`config.mk`:
```
export PLATFORM = sky130hd
export DESIGN_NAME = cond_eval32_flat
export DESIGN_NICKNAME = d
export VERILOG_FILES = /design/src/rtl/cond_eval32_if.sv /design/src/rtl/cond_eval32.sv /design/src/flat_wrapper.sv
export SDC_FILE = /design/constraint.sdc
export NUM_CORES = 1
export LEC_CHECK = 0
export BUFFER_PORTS_ARGS = -buffer_cell sky130_fd_sc_hd__buf_2
export CAP_MARGIN = 25
export CORE_UTILIZATION = 52
export CTS_BUF_LIST = sky130_fd_sc_hd__clkbuf_4 sky130_fd_sc_hd__clkbuf_8 sky130_fd_sc_hd__clkbuf_16
export CTS_CLUSTER_SIZE = 30
export DETAILED_ROUTE_END_ITERATION = 7
export GPL_TIMING_DRIVEN = 1
export PLACE_DENSITY = 0.88
export SYNTH_ARGS = -nofsm -noshare
export SYNTH_HDL_FRONTEND = slang
export SYNTH_SLANG_ARGS = --single-unit
```
`constraint.sdc`:
```
create_clock -name clk -period 2.7 [get_ports clk]
set_clock_uncertainty 0.2 [all_clocks]
set_input_delay 0 -clock clk [delete_from_list [all_inputs] [get_ports clk]]
set_output_delay 0 -clock clk [all_outputs]
set_load 0.005 [all_outputs]
```
`src/rtl/cond_eval32_if.sv`:
```
// Request/response handshake bundle for the condition-code evaluator.
// The master issues condition-check requests and consumes responses;
// the slave (cond_eval32) accepts requests and presents responses.
interface cond_eval32_if #(
    parameter int TAG_W = 4
);
    logic             req_valid;
    logic [3:0]       req_cond;
    logic [TAG_W-1:0] req_tag;
    logic             req_ready;
    logic             rsp_valid;
    logic             rsp_ready;
    logic             rsp_taken;
    logic             rsp_err;
    logic [TAG_W-1:0] rsp_tag;

    modport master (
        output req_valid, req_cond, req_tag, rsp_ready,
        input  req_ready, rsp_valid, rsp_taken, rsp_err, rsp_tag
    );

    modport slave (
        input  req_valid, req_cond, req_tag, rsp_ready,
        output req_ready, rsp_valid, rsp_taken, rsp_err, rsp_tag
    );
endinterface

```
`src/rtl/cond_eval32.sv`:
```
// Condition-code evaluator and NZCV flag register.
// Latches ALU flags, evaluates 4-bit condition codes against them (with
// same-cycle forwarding of incoming flags), returns the result through a
// single-entry response register and keeps saturating taken/not-taken counts.
module cond_eval32 #(
    parameter int TAG_W = 4,
    parameter int CNT_W = 16
) (
    input  logic             clk,
    input  logic             reset,
    input  logic             flag_we,
    input  logic             c_in,
    input  logic             n_in,
    input  logic             z_in,
    input  logic             v_in,
    input  logic             flag_clr,
    cond_eval32_if.slave     bus,
    output logic [3:0]       nzcv,
    output logic [CNT_W-1:0] cnt_taken,
    output logic [CNT_W-1:0] cnt_not_taken,
    input  logic             cnt_clr
);
    typedef enum logic [0:0] {
        ST_EMPTY = 1'b0,
        ST_FULL  = 1'b1
    } state_e;

    localparam logic [CNT_W-1:0] CNT_MAX = {CNT_W{1'b1}};

    state_e           state_q, state_d;
    logic [3:0]       nzcv_q, nzcv_d;
    logic [3:0]       eff_flags_s;
    logic             rsp_taken_q, rsp_taken_d;
    logic             rsp_err_q, rsp_err_d;
    logic [TAG_W-1:0] rsp_tag_q, rsp_tag_d;
    logic [CNT_W-1:0] cnt_taken_q, cnt_taken_d;
    logic [CNT_W-1:0] cnt_nt_q, cnt_nt_d;
    logic             accept_s;
    logic [1:0]       eval_s;

    // Decode a condition code against flags {N,Z,C,V}; returns {err, taken}.
    function automatic logic [1:0] eval_cond(input logic [3:0] cond, input logic [3:0] f);
        logic n, z, c, v;
        logic [1:0] res;
        n = f[3];
        z = f[2];
        c = f[1];
        v = f[0];
        case (cond)
            4'h0:    res = {1'b0, z};
            4'h1:    res = {1'b0, ~z};
            4'h2:    res = {1'b0, c};
            4'h3:    res = {1'b0, ~c};
            4'h4:    res = {1'b0, n};
            4'h5:    res = {1'b0, ~n};
            4'h6:    res = {1'b0, v};
            4'h7:    res = {1'b0, ~v};
            4'h8:    res = {1'b0, c & ~z};
            4'h9:    res = {1'b0, ~c | z};
            4'hA:    res = {1'b0, ~(n ^ v)};
            4'hB:    res = {1'b0, n ^ v};
            4'hC:    res = {1'b0, ~z & ~(n ^ v)};
            4'hD:    res = {1'b0, z | (n ^ v)};
            4'hE:    res = 2'b01;
            default: res = 2'b10;
        endcase
        return res;
    endfunction

    // Ready whenever the response slot is free or is being drained this cycle;
    // a request seen while reset is high is never accepted.
    assign bus.req_ready = (state_q == ST_EMPTY) | bus.rsp_ready;
    assign accept_s      = bus.req_valid & bus.req_ready & ~reset;

    // Flag register next state and the forwarded flags used for evaluation.
    always_comb begin
        nzcv_d      = nzcv_q;
        eff_flags_s = nzcv_q;
        if (flag_clr) begin
            nzcv_d      = 4'b0000;
            eff_flags_s = 4'b0000;
        end else if (flag_we) begin
            nzcv_d      = {n_in, z_in, c_in, v_in};
            eff_flags_s = {n_in, z_in, c_in, v_in};
        end else begin
            nzcv_d      = nzcv_q;
            eff_flags_s = nzcv_q;
        end
        eval_s = eval_cond(bus.req_cond, eff_flags_s);
    end

    // Response slot state machine and payload capture.
    always_comb begin
        state_d     = state_q;
        rsp_taken_d = rsp_taken_q;
        rsp_err_d   = rsp_err_q;
        rsp_tag_d   = rsp_tag_q;
        case (state_q)
            ST_EMPTY: begin
                if (accept_s) begin
                    state_d = ST_FULL;
                end else begin
                    state_d = ST_EMPTY;
                end
            end
            ST_FULL: begin
                if (accept_s) begin
                    state_d = ST_FULL;
                end else if (bus.rsp_ready) begin
                    state_d = ST_EMPTY;
                end else begin
                    state_d = ST_FULL;
                end
            end
            default: state_d = ST_EMPTY;
        endcase
        if (accept_s) begin
            rsp_taken_d = eval_s[0];
            rsp_err_d   = eval_s[1];
            rsp_tag_d   = bus.req_tag;
        end else begin
            rsp_taken_d = rsp_taken_q;
            rsp_err_d   = rsp_err_q;
            rsp_tag_d   = rsp_tag_q;
        end
    end

    // Saturating statistics; clear wins over a same-cycle increment.
    always_comb begin
        cnt_taken_d = cnt_taken_q;
        cnt_nt_d    = cnt_nt_q;
        if (cnt_clr) begin
            cnt_taken_d = {CNT_W{1'b0}};
            cnt_nt_d    = {CNT_W{1'b0}};
        end else if (accept_s && eval_s[0]) begin
            cnt_taken_d = (cnt_taken_q == CNT_MAX) ? cnt_taken_q : cnt_taken_q + {{(CNT_W-1){1'b0}}, 1'b1};
        end else if (accept_s) begin
            cnt_nt_d = (cnt_nt_q == CNT_MAX) ? cnt_nt_q : cnt_nt_q + {{(CNT_W-1){1'b0}}, 1'b1};
        end else begin
            cnt_taken_d = cnt_taken_q;
            cnt_nt_d    = cnt_nt_q;
        end
    end

    // State registers with synchronous reset; a pending response is dropped.
    always_ff @(posedge clk) begin
        if (reset) begin
            state_q     <= ST_EMPTY;
            nzcv_q      <= 4'b0000;
            rsp_taken_q <= 1'b0;
            rsp_err_q   <= 1'b0;
            rsp_tag_q   <= {TAG_W{1'b0}};
            cnt_taken_q <= {CNT_W{1'b0}};
            cnt_nt_q    <= {CNT_W{1'b0}};
        end else begin
            state_q     <= state_d;
            nzcv_q      <= nzcv_d;
            rsp_taken_q <= rsp_taken_d;
            rsp_err_q   <= rsp_err_d;
            rsp_tag_q   <= rsp_tag_d;
            cnt_taken_q <= cnt_taken_d;
            cnt_nt_q    <= cnt_nt_d;
        end
    end

    assign bus.rsp_valid  = (state_q == ST_FULL);
    assign bus.rsp_taken  = rsp_taken_q;
    assign bus.rsp_err    = rsp_err_q;
    assign bus.rsp_tag    = rsp_tag_q;
    assign nzcv           = nzcv_q;
    assign cnt_taken      = cnt_taken_q;
    assign cnt_not_taken  = cnt_nt_q;
endmodule
```
`src/flat_wrapper.sv`:
```
// flat-port wrapper written by rule: the top's interface ports become plain ports
module cond_eval32_flat 
#(
    parameter int TAG_W = 4,
    parameter int CNT_W = 16
)
  (clk, reset, flag_we, c_in, n_in, z_in, v_in, flag_clr, nzcv, cnt_taken, cnt_not_taken, cnt_clr, bus_req_valid, bus_req_cond, bus_req_tag, bus_rsp_ready, bus_req_ready, bus_rsp_valid, bus_rsp_taken, bus_rsp_err, bus_rsp_tag);
  cond_eval32_if #(.TAG_W(TAG_W)) bus_i ();
  input  logic clk;
  input  logic reset;
  input  logic flag_we;
  input  logic c_in;
  input  logic n_in;
  input  logic z_in;
  input  logic v_in;
  input  logic flag_clr;
  output logic [3:0] nzcv;
  output logic [CNT_W-1:0] cnt_taken;
  output logic [CNT_W-1:0] cnt_not_taken;
  input  logic cnt_clr;
  input wire logic [$bits(bus_i.req_valid)-1:0] bus_req_valid;
  input wire logic [$bits(bus_i.req_cond)-1:0] bus_req_cond;
  input wire logic [$bits(bus_i.req_tag)-1:0] bus_req_tag;
  input wire logic [$bits(bus_i.rsp_ready)-1:0] bus_rsp_ready;
  output wire logic [$bits(bus_i.req_ready)-1:0] bus_req_ready;
  output wire logic [$bits(bus_i.rsp_valid)-1:0] bus_rsp_valid;
  output wire logic [$bits(bus_i.rsp_taken)-1:0] bus_rsp_taken;
  output wire logic [$bits(bus_i.rsp_err)-1:0] bus_rsp_err;
  output wire logic [$bits(bus_i.rsp_tag)-1:0] bus_rsp_tag;
  assign bus_i.req_valid = bus_req_valid;
  assign bus_i.req_cond = bus_req_cond;
  assign bus_i.req_tag = bus_req_tag;
  assign bus_i.rsp_ready = bus_rsp_ready;
  assign bus_req_ready = bus_i.req_ready;
  assign bus_rsp_valid = bus_i.rsp_valid;
  assign bus_rsp_taken = bus_i.rsp_taken;
  assign bus_rsp_err = bus_i.rsp_err;
  assign bus_rsp_tag = bus_i.rsp_tag;
  cond_eval32 #(.TAG_W(TAG_W), .CNT_W(CNT_W)) u_core (.clk(clk), .reset(reset), .flag_we(flag_we), .c_in(c_in), .n_in(n_in), .z_in(z_in), .v_in(v_in), .flag_clr(flag_clr), .bus(bus_i), .nzcv(nzcv), .cnt_taken(cnt_taken), .cnt_not_taken(cnt_not_taken), .cnt_clr(cnt_clr));
endmodule
```
======== Word-level counts from Yosys, hierarchy flattened ========
Index checks and enable logic that the tools add are counted.
word-level totals
  register bits ........................... 43
  latch bits .............................. 0
  RAM bits ................................ 0
  bits in read-only memories .............. 0
  logic and storage cells ................. 55
  memories kept ........................... 0
operators by class
  $add $sub $neg .......................... 2
  multipliers ............................. 0
  divide/modulo/power cells ............... 0
  magnitude comparators ................... 0
  equality and inequality tests ........... 16
  shifts and indexed selects .............. 0
  multiplexer cells ....................... 7
  bitwise logic cells ..................... 18
  reduce and logical (&&, ||, !) cells .... 5
operators by type and width
  cell                                                                   number
  16-bit by 1-bit adder with 16-bit output, second input constant        2
  16-bit equality test, second input constant                            2
  2-bit one-hot mux with 15 select lines                                 1
  4-bit equality test, second input constant                             7
  4-bit by 3-bit equality test with 1-bit output, second input constant  4
  1-bit NOT                                                              10
  4-bit by 2-bit equality test with 1-bit output, second input constant  2
  4-bit 2-to-1 mux                                                       2
  1-bit bitwise AND                                                      4
  4-bit by 1-bit equality test with 1-bit output, second input constant  1
  4-bit logical NOT                                                      1
  1-bit 2-to-1 mux                                                       3
  1-bit OR                                                               3
  3-bit AND reduction                                                    1
  1-bit one-hot mux with 2 select lines                                  1
  2-bit AND reduction                                                    1
  2-bit OR reduction                                                     1
  1-bit logical AND                                                      1
  1-bit XOR                                                              1

======== Logic depth before layout (Yosys ltp) ========
  depth after elaboration ................. 9
  gate-level depth with buffers ........... 11
  mapped depth without buffers ............ 8

======== Worst setup path after synthesis ========
No wires, ideal clock.
  kind .................................... register to register
  start point ............................. reg u_core.nzcv_q[0], in the netlist u_core.nzcv[0]
  end point ............................... reg u_core.cnt_nt_q[3], in the netlist u_core.cnt_not_taken[3]
  data arrival time ....................... 2,095 ps
  slack ................................... 346 ps
  stages on the path, launching flop included .. 10
  path buffers ............................ 1
  cells stage by stage .................... dfxtp_1 mux2i_1 nor2_1 xnor2_1 a22o_1 o22a_4 o31a_1 buf_6 or4_1 nand2_1
on the way
  cells in the longest elaborated chain, start to end .. 9
  elaborated cells on any way between the ends .. 11
  those cells by class .................... 3 x mux; 6 x bitwise; 2 x reduce/logical
ends and longest elaborated chain
  element                                   RTL line                              source
  start, declared                           cond_eval32.sv:31                     logic [3:0] nzcv_q, nzcv_d;
  start signal, assigned                    cond_eval32.sv:157                    nzcv_q <= nzcv_d;
  4-bit 2-to-1 mux *                        cond_eval32.sv:82                     end else if (flag_we) begin
  4-bit 2-to-1 mux *                        n/a
  1-bit XOR                                 n/a
  1-bit NOT                                 cond_eval32.sv:60, cond_eval32.sv:62
  1-bit bitwise AND                         cond_eval32.sv:62                     4'hC: res = {1'b0, ~z & ~(n ^ v)};
  2-bit one-hot mux with 15 select lines *  cond_eval32.sv:49                     case (cond)
  1-bit logical AND *                       cond_eval32.sv:135                    end else if (accept_s && eval_s[0]) begin
  1-bit NOT (no source line) *              n/a
  3-bit AND reduction (no source line) *    n/a
  end signal, assigned                      cond_eval32.sv:154                    cnt_nt_q <= {CNT_W{1'b0}};
  end signal, assigned                      cond_eval32.sv:162                    cnt_nt_q <= cnt_nt_d;
  end, declared                             cond_eval32.sv:37                     logic [CNT_W-1:0] cnt_nt_q, cnt_nt_d;
Every way passes the cells marked *; elsewhere a longest branch is shown, timed or not.
A chain may end at the register's enable or synchronous reset.

======== Worst setup path after layout ========
  start point ............................. in bus_req_valid
  end point ............................... reg u_core.cnt_taken_q[7], in the netlist u_core.cnt_taken[7]
on the way
  cells in the longest elaborated chain, start to end .. 4
ends and longest elaborated chain
  element                               RTL line            source
  start, declared                       flat_wrapper.sv:21  input wire logic [$bits(bus_i.req_valid)-1:0] bus_req_valid;
  1-bit bitwise AND (2 in series)       cond_eval32.sv:73   assign accept_s = bus.req_valid & bus.req_ready & ~reset;
  1-bit logical AND                     cond_eval32.sv:135
  2-bit AND reduction (no source line)  n/a
  end signal, assigned                  cond_eval32.sv:153  cnt_taken_q <= {CNT_W{1'b0}};
  end signal, assigned                  cond_eval32.sv:161  cnt_taken_q <= cnt_taken_d;
  end, declared                         cond_eval32.sv:36   logic [CNT_W-1:0] cnt_taken_q, cnt_taken_d;
No other way between the ends.

==> results.toml <==
[clock_tree]
post_cts_buffers = 0
clk_latency_ps = 300
root_buffer = "clkbuf_8"
clkTransAtPathRegs_ps = 80
cts_buffers = 5
cts_tree = "done"
htree_num_levels = 2
ctsLongestPathBuffers = 2
cts.sinks = 43

[critical_path]
critPathLaunch = "bus_req_valid"
cp.depth = 8
crit_required_ps = 2720
path_cells = "dlygate4sd3_1 > buf_2 > nand2_1 > nor3_1 > o31ai_4 > buf_12 > or4_1 > a21oi_1"
r2r_start = "u_core.nzcv[3]"
crit_buf_inv = 3
reg2reg_slack_ps = 150
r2r_end = "u_core.cnt_taken[7]"
path_delay_family = "simple AND/OR/NAND/NOR gates"
cp_slowest_stage_delay_ps = 560
startpoint_type = "input pin"
worstSetupEndpointType = "flip-flop"
crit_arrival_ps = 2590
cp_slowest_cell = "nor3_1"
endpoint = "u_core.cnt_taken[7]"
worst_r2r_path_depth = 9
crit_type = "in -> reg"
critPathMaxFanout = 30

[detailed_routing]
wl_um = 5810
detail_route.wl_per_cell_um = 14.4
drtIter0Drc = 146
ant_nets = 0
dr.pass1.iters = 4
vias = 2386
drc = 0
viasPerCell = 5.92

[global_routing]
grt_usage_pct = 25.7
grt_first_pass_wirelength_um = 8830
gr-total-overflow = 0
grt_start_max_net_pins = 32
grt_pass1_vias = 2075
antenna_found_initial = 0

[hold_path]
hold_path.startpoint = "flag_we"
min_path_type = "in -> reg"

[yosys]
yosys_warnings = 0
synth_edf_count = 0
yosysSeqAreaShare_pct = 38.3
synth.area.top_cells = "dfxtp_1 38%, a21oi_1 6.7%, nand3_1 4.5%"
synth_commonest_cells = "43 x dfxtp_1, 30 x a21oi_1, 20 x nand3_1, 18 x nor2_1, 17 x nand2_1"
syn_inst = 271
synth_area_sq_um = 2250
yosysTopAreaCell = "dfxtp_1"
synth_top_area_share_pct = 38.3
syn_area_per_cell_sq_um = 8.29
synth_seq_cells = 43
synth_async_sr_flop_share_pct = 0
synth_most_common_cell = "dfxtp_1"
synth_cell_types = 47
synth-main-ff-cell = "dfxtp_1"
synth_nets = 292

[finish]
finalNonFillerCells = 403
finish.instance_area_sq_um = 2930
antenna-diode-count = 0
drive_gt1_share_pct = 23.8
syn2layout_area_growth_pct = 30.4
finalNetCount = 373

[sta]
setup_violations = 0
fin_setup_tns_ps = 0
worst_slew_pin_slew_ps = 601
hold_viol = 0
slew_headroom_pct = 59.6
post-route-min-period_ps = 2570
finalCritPeriodShare_pct = 95.1
drv_slew = 0
max_freq_ghz = 0.389

[placed_design]
placed_area_sq_um = 2590
dp_cells = 372
dp.final_hpwl_um = 3700
port_buffers = 62
gp_congestion = 0.812

[power_and_ir_drop]
vdd_drop_max_uv = 375
pwr-share-clk_pct = 34.0
swShare_pct = 26.0
switching_power_mw = 0.319
p_per_area_nw_per_um2 = 419
power_frac_seq_pct = 52.8
p_comb_share_pct = 13.2
p_leak_nw = 1.20
power_mw = 1.23
internal-power_mw = 0.909

[outcome]
outcome = "complete, no violations"

[floorplan]
io_pins = 63
core_sq_um = 4090
initial_core_util_pct = 55.0
num_rows = 23
die_area_sq_um = 4590
fp.dieW_um = 67.7
die_h_um = 67.7

[job]
drv_cap = 0
==> sequential cells by signal (all words and copies together), names as in the netlist <==
register,cells
u_core.bus.rsp_tag,4
u_core.bus.rsp_err,1
u_core.nzcv,4
u_core.cnt_taken,16
u_core.cnt_not_taken,16
u_core.bus.rsp_valid,1
u_core.bus.rsp_taken,1
==> layout make-up <==
class,instances,area [sq um]
inverters,4,15.0
multi-input cells,207,1310
repair buffers,91,598
well taps,50,62.6
clock inverters,2,12.5
flip-flops and latches,43,861
fillers,325,1160
clock buffers,6,76.3
==> stage by stage <==
step,hold slack (ps),setup WS [ps],utilization (%)
5_1_grt,69.2,-69.9,71.7
6_report,67.1,131,71.7
3_5_place_dp,69.4,152,63.5
3_3_place_gp,60.2,202,63.5
4_1_cts,51.0,97.1,71.3
2_1_floorplan,-121,346,-
==> placed cells by master (no fill, tap or decap), types with 2 or more instances in the layout <==
master / instances
and3_1: 10
clkbuf_8: 5
ha_1: 2
dlygate4sd3_1: 23
nor2b_1: 3
buf_4: 5
nor3b_1: 2
or3_1: 8
nand4_1: 7
dfxtp_1: 43
o21ai_0: 11
and2_1: 5
xor2_1: 2
xnor2_1: 10
o31ai_1: 10
mux2i_1: 5
or4_1: 12
nor3_1: 6
buf_2: 62
nor2_1: 17
or2_1: 2
nand2_1: 17
nand3_1: 20
o41ai_1: 3
a21oi_1: 30
o211ai_1: 2
and4_1: 2
inv_1: 3
==> how the worst min path moves through the flow <==
stage | end | slack [ps] | depth (start not counted)
final | u_core.nzcv[1] | 70 | 4
after global routing | u_core.nzcv[1] | 70 | 4
after CTS | u_core.nzcv[1] | 50 | 4
after detailed placement | u_core.bus.rsp_tag[2] | 70 | 3
after global placement | u_core.bus.rsp_tag[0] | 60 | 3
after floorplan | u_core.bus.rsp_err | -120 | 1
==> worst reg2reg max path: cells and delay by family, from the launching register on <==
kind                      cells  cell delay [ps]
AOI/OAI and AO/OA             4              680
xor gates and xnor gates      2              350
buffers and inverters         1              210
DFF                           1              370
and+or+nand+nor               2              670
==> repair_timing <==
action / CTS / global route
endpoints found under the hold margin: 15 / 0
hold buffers: 23 / 0
gates resized for setup: 0 / 5
endpoints found under the setup margin: 0 / 18
==> power by group through the flow <==
stage	logic (mW)	clock network [mW]	registers (mW)
after global placement	0.124	0	0.662
after floorplan	0.0825	0	0.664
after detailed placement	0.126	0	0.663
final	0.162	0.418	0.648
after global routing	0.177	0.447	0.649
after CTS	0.152	0.422	0.648
==> metal layers <==
layer	global-route usage [%]	vias to the layer above	part of all wire, %
met3	7.09	11	5.8
li1	-	1179	-
met5	0	-	0
met4	10.9	0	2.0
met1	29.6	1118	43
met2	43.9	78	50
==> cell families after synthesis <==
group                    synth area share [%]
buffers and inverters                    4.40
adder cells (fa/ha/maj)                  1.11
XOR/XNOR                                 4.68
flip-flops                               38.3
AND/OR/NAND/NOR                          28.4
multiplexers                             2.23
AO/OA/AOI/OAI                            20.9
Power figures use the tool's default switching activity.
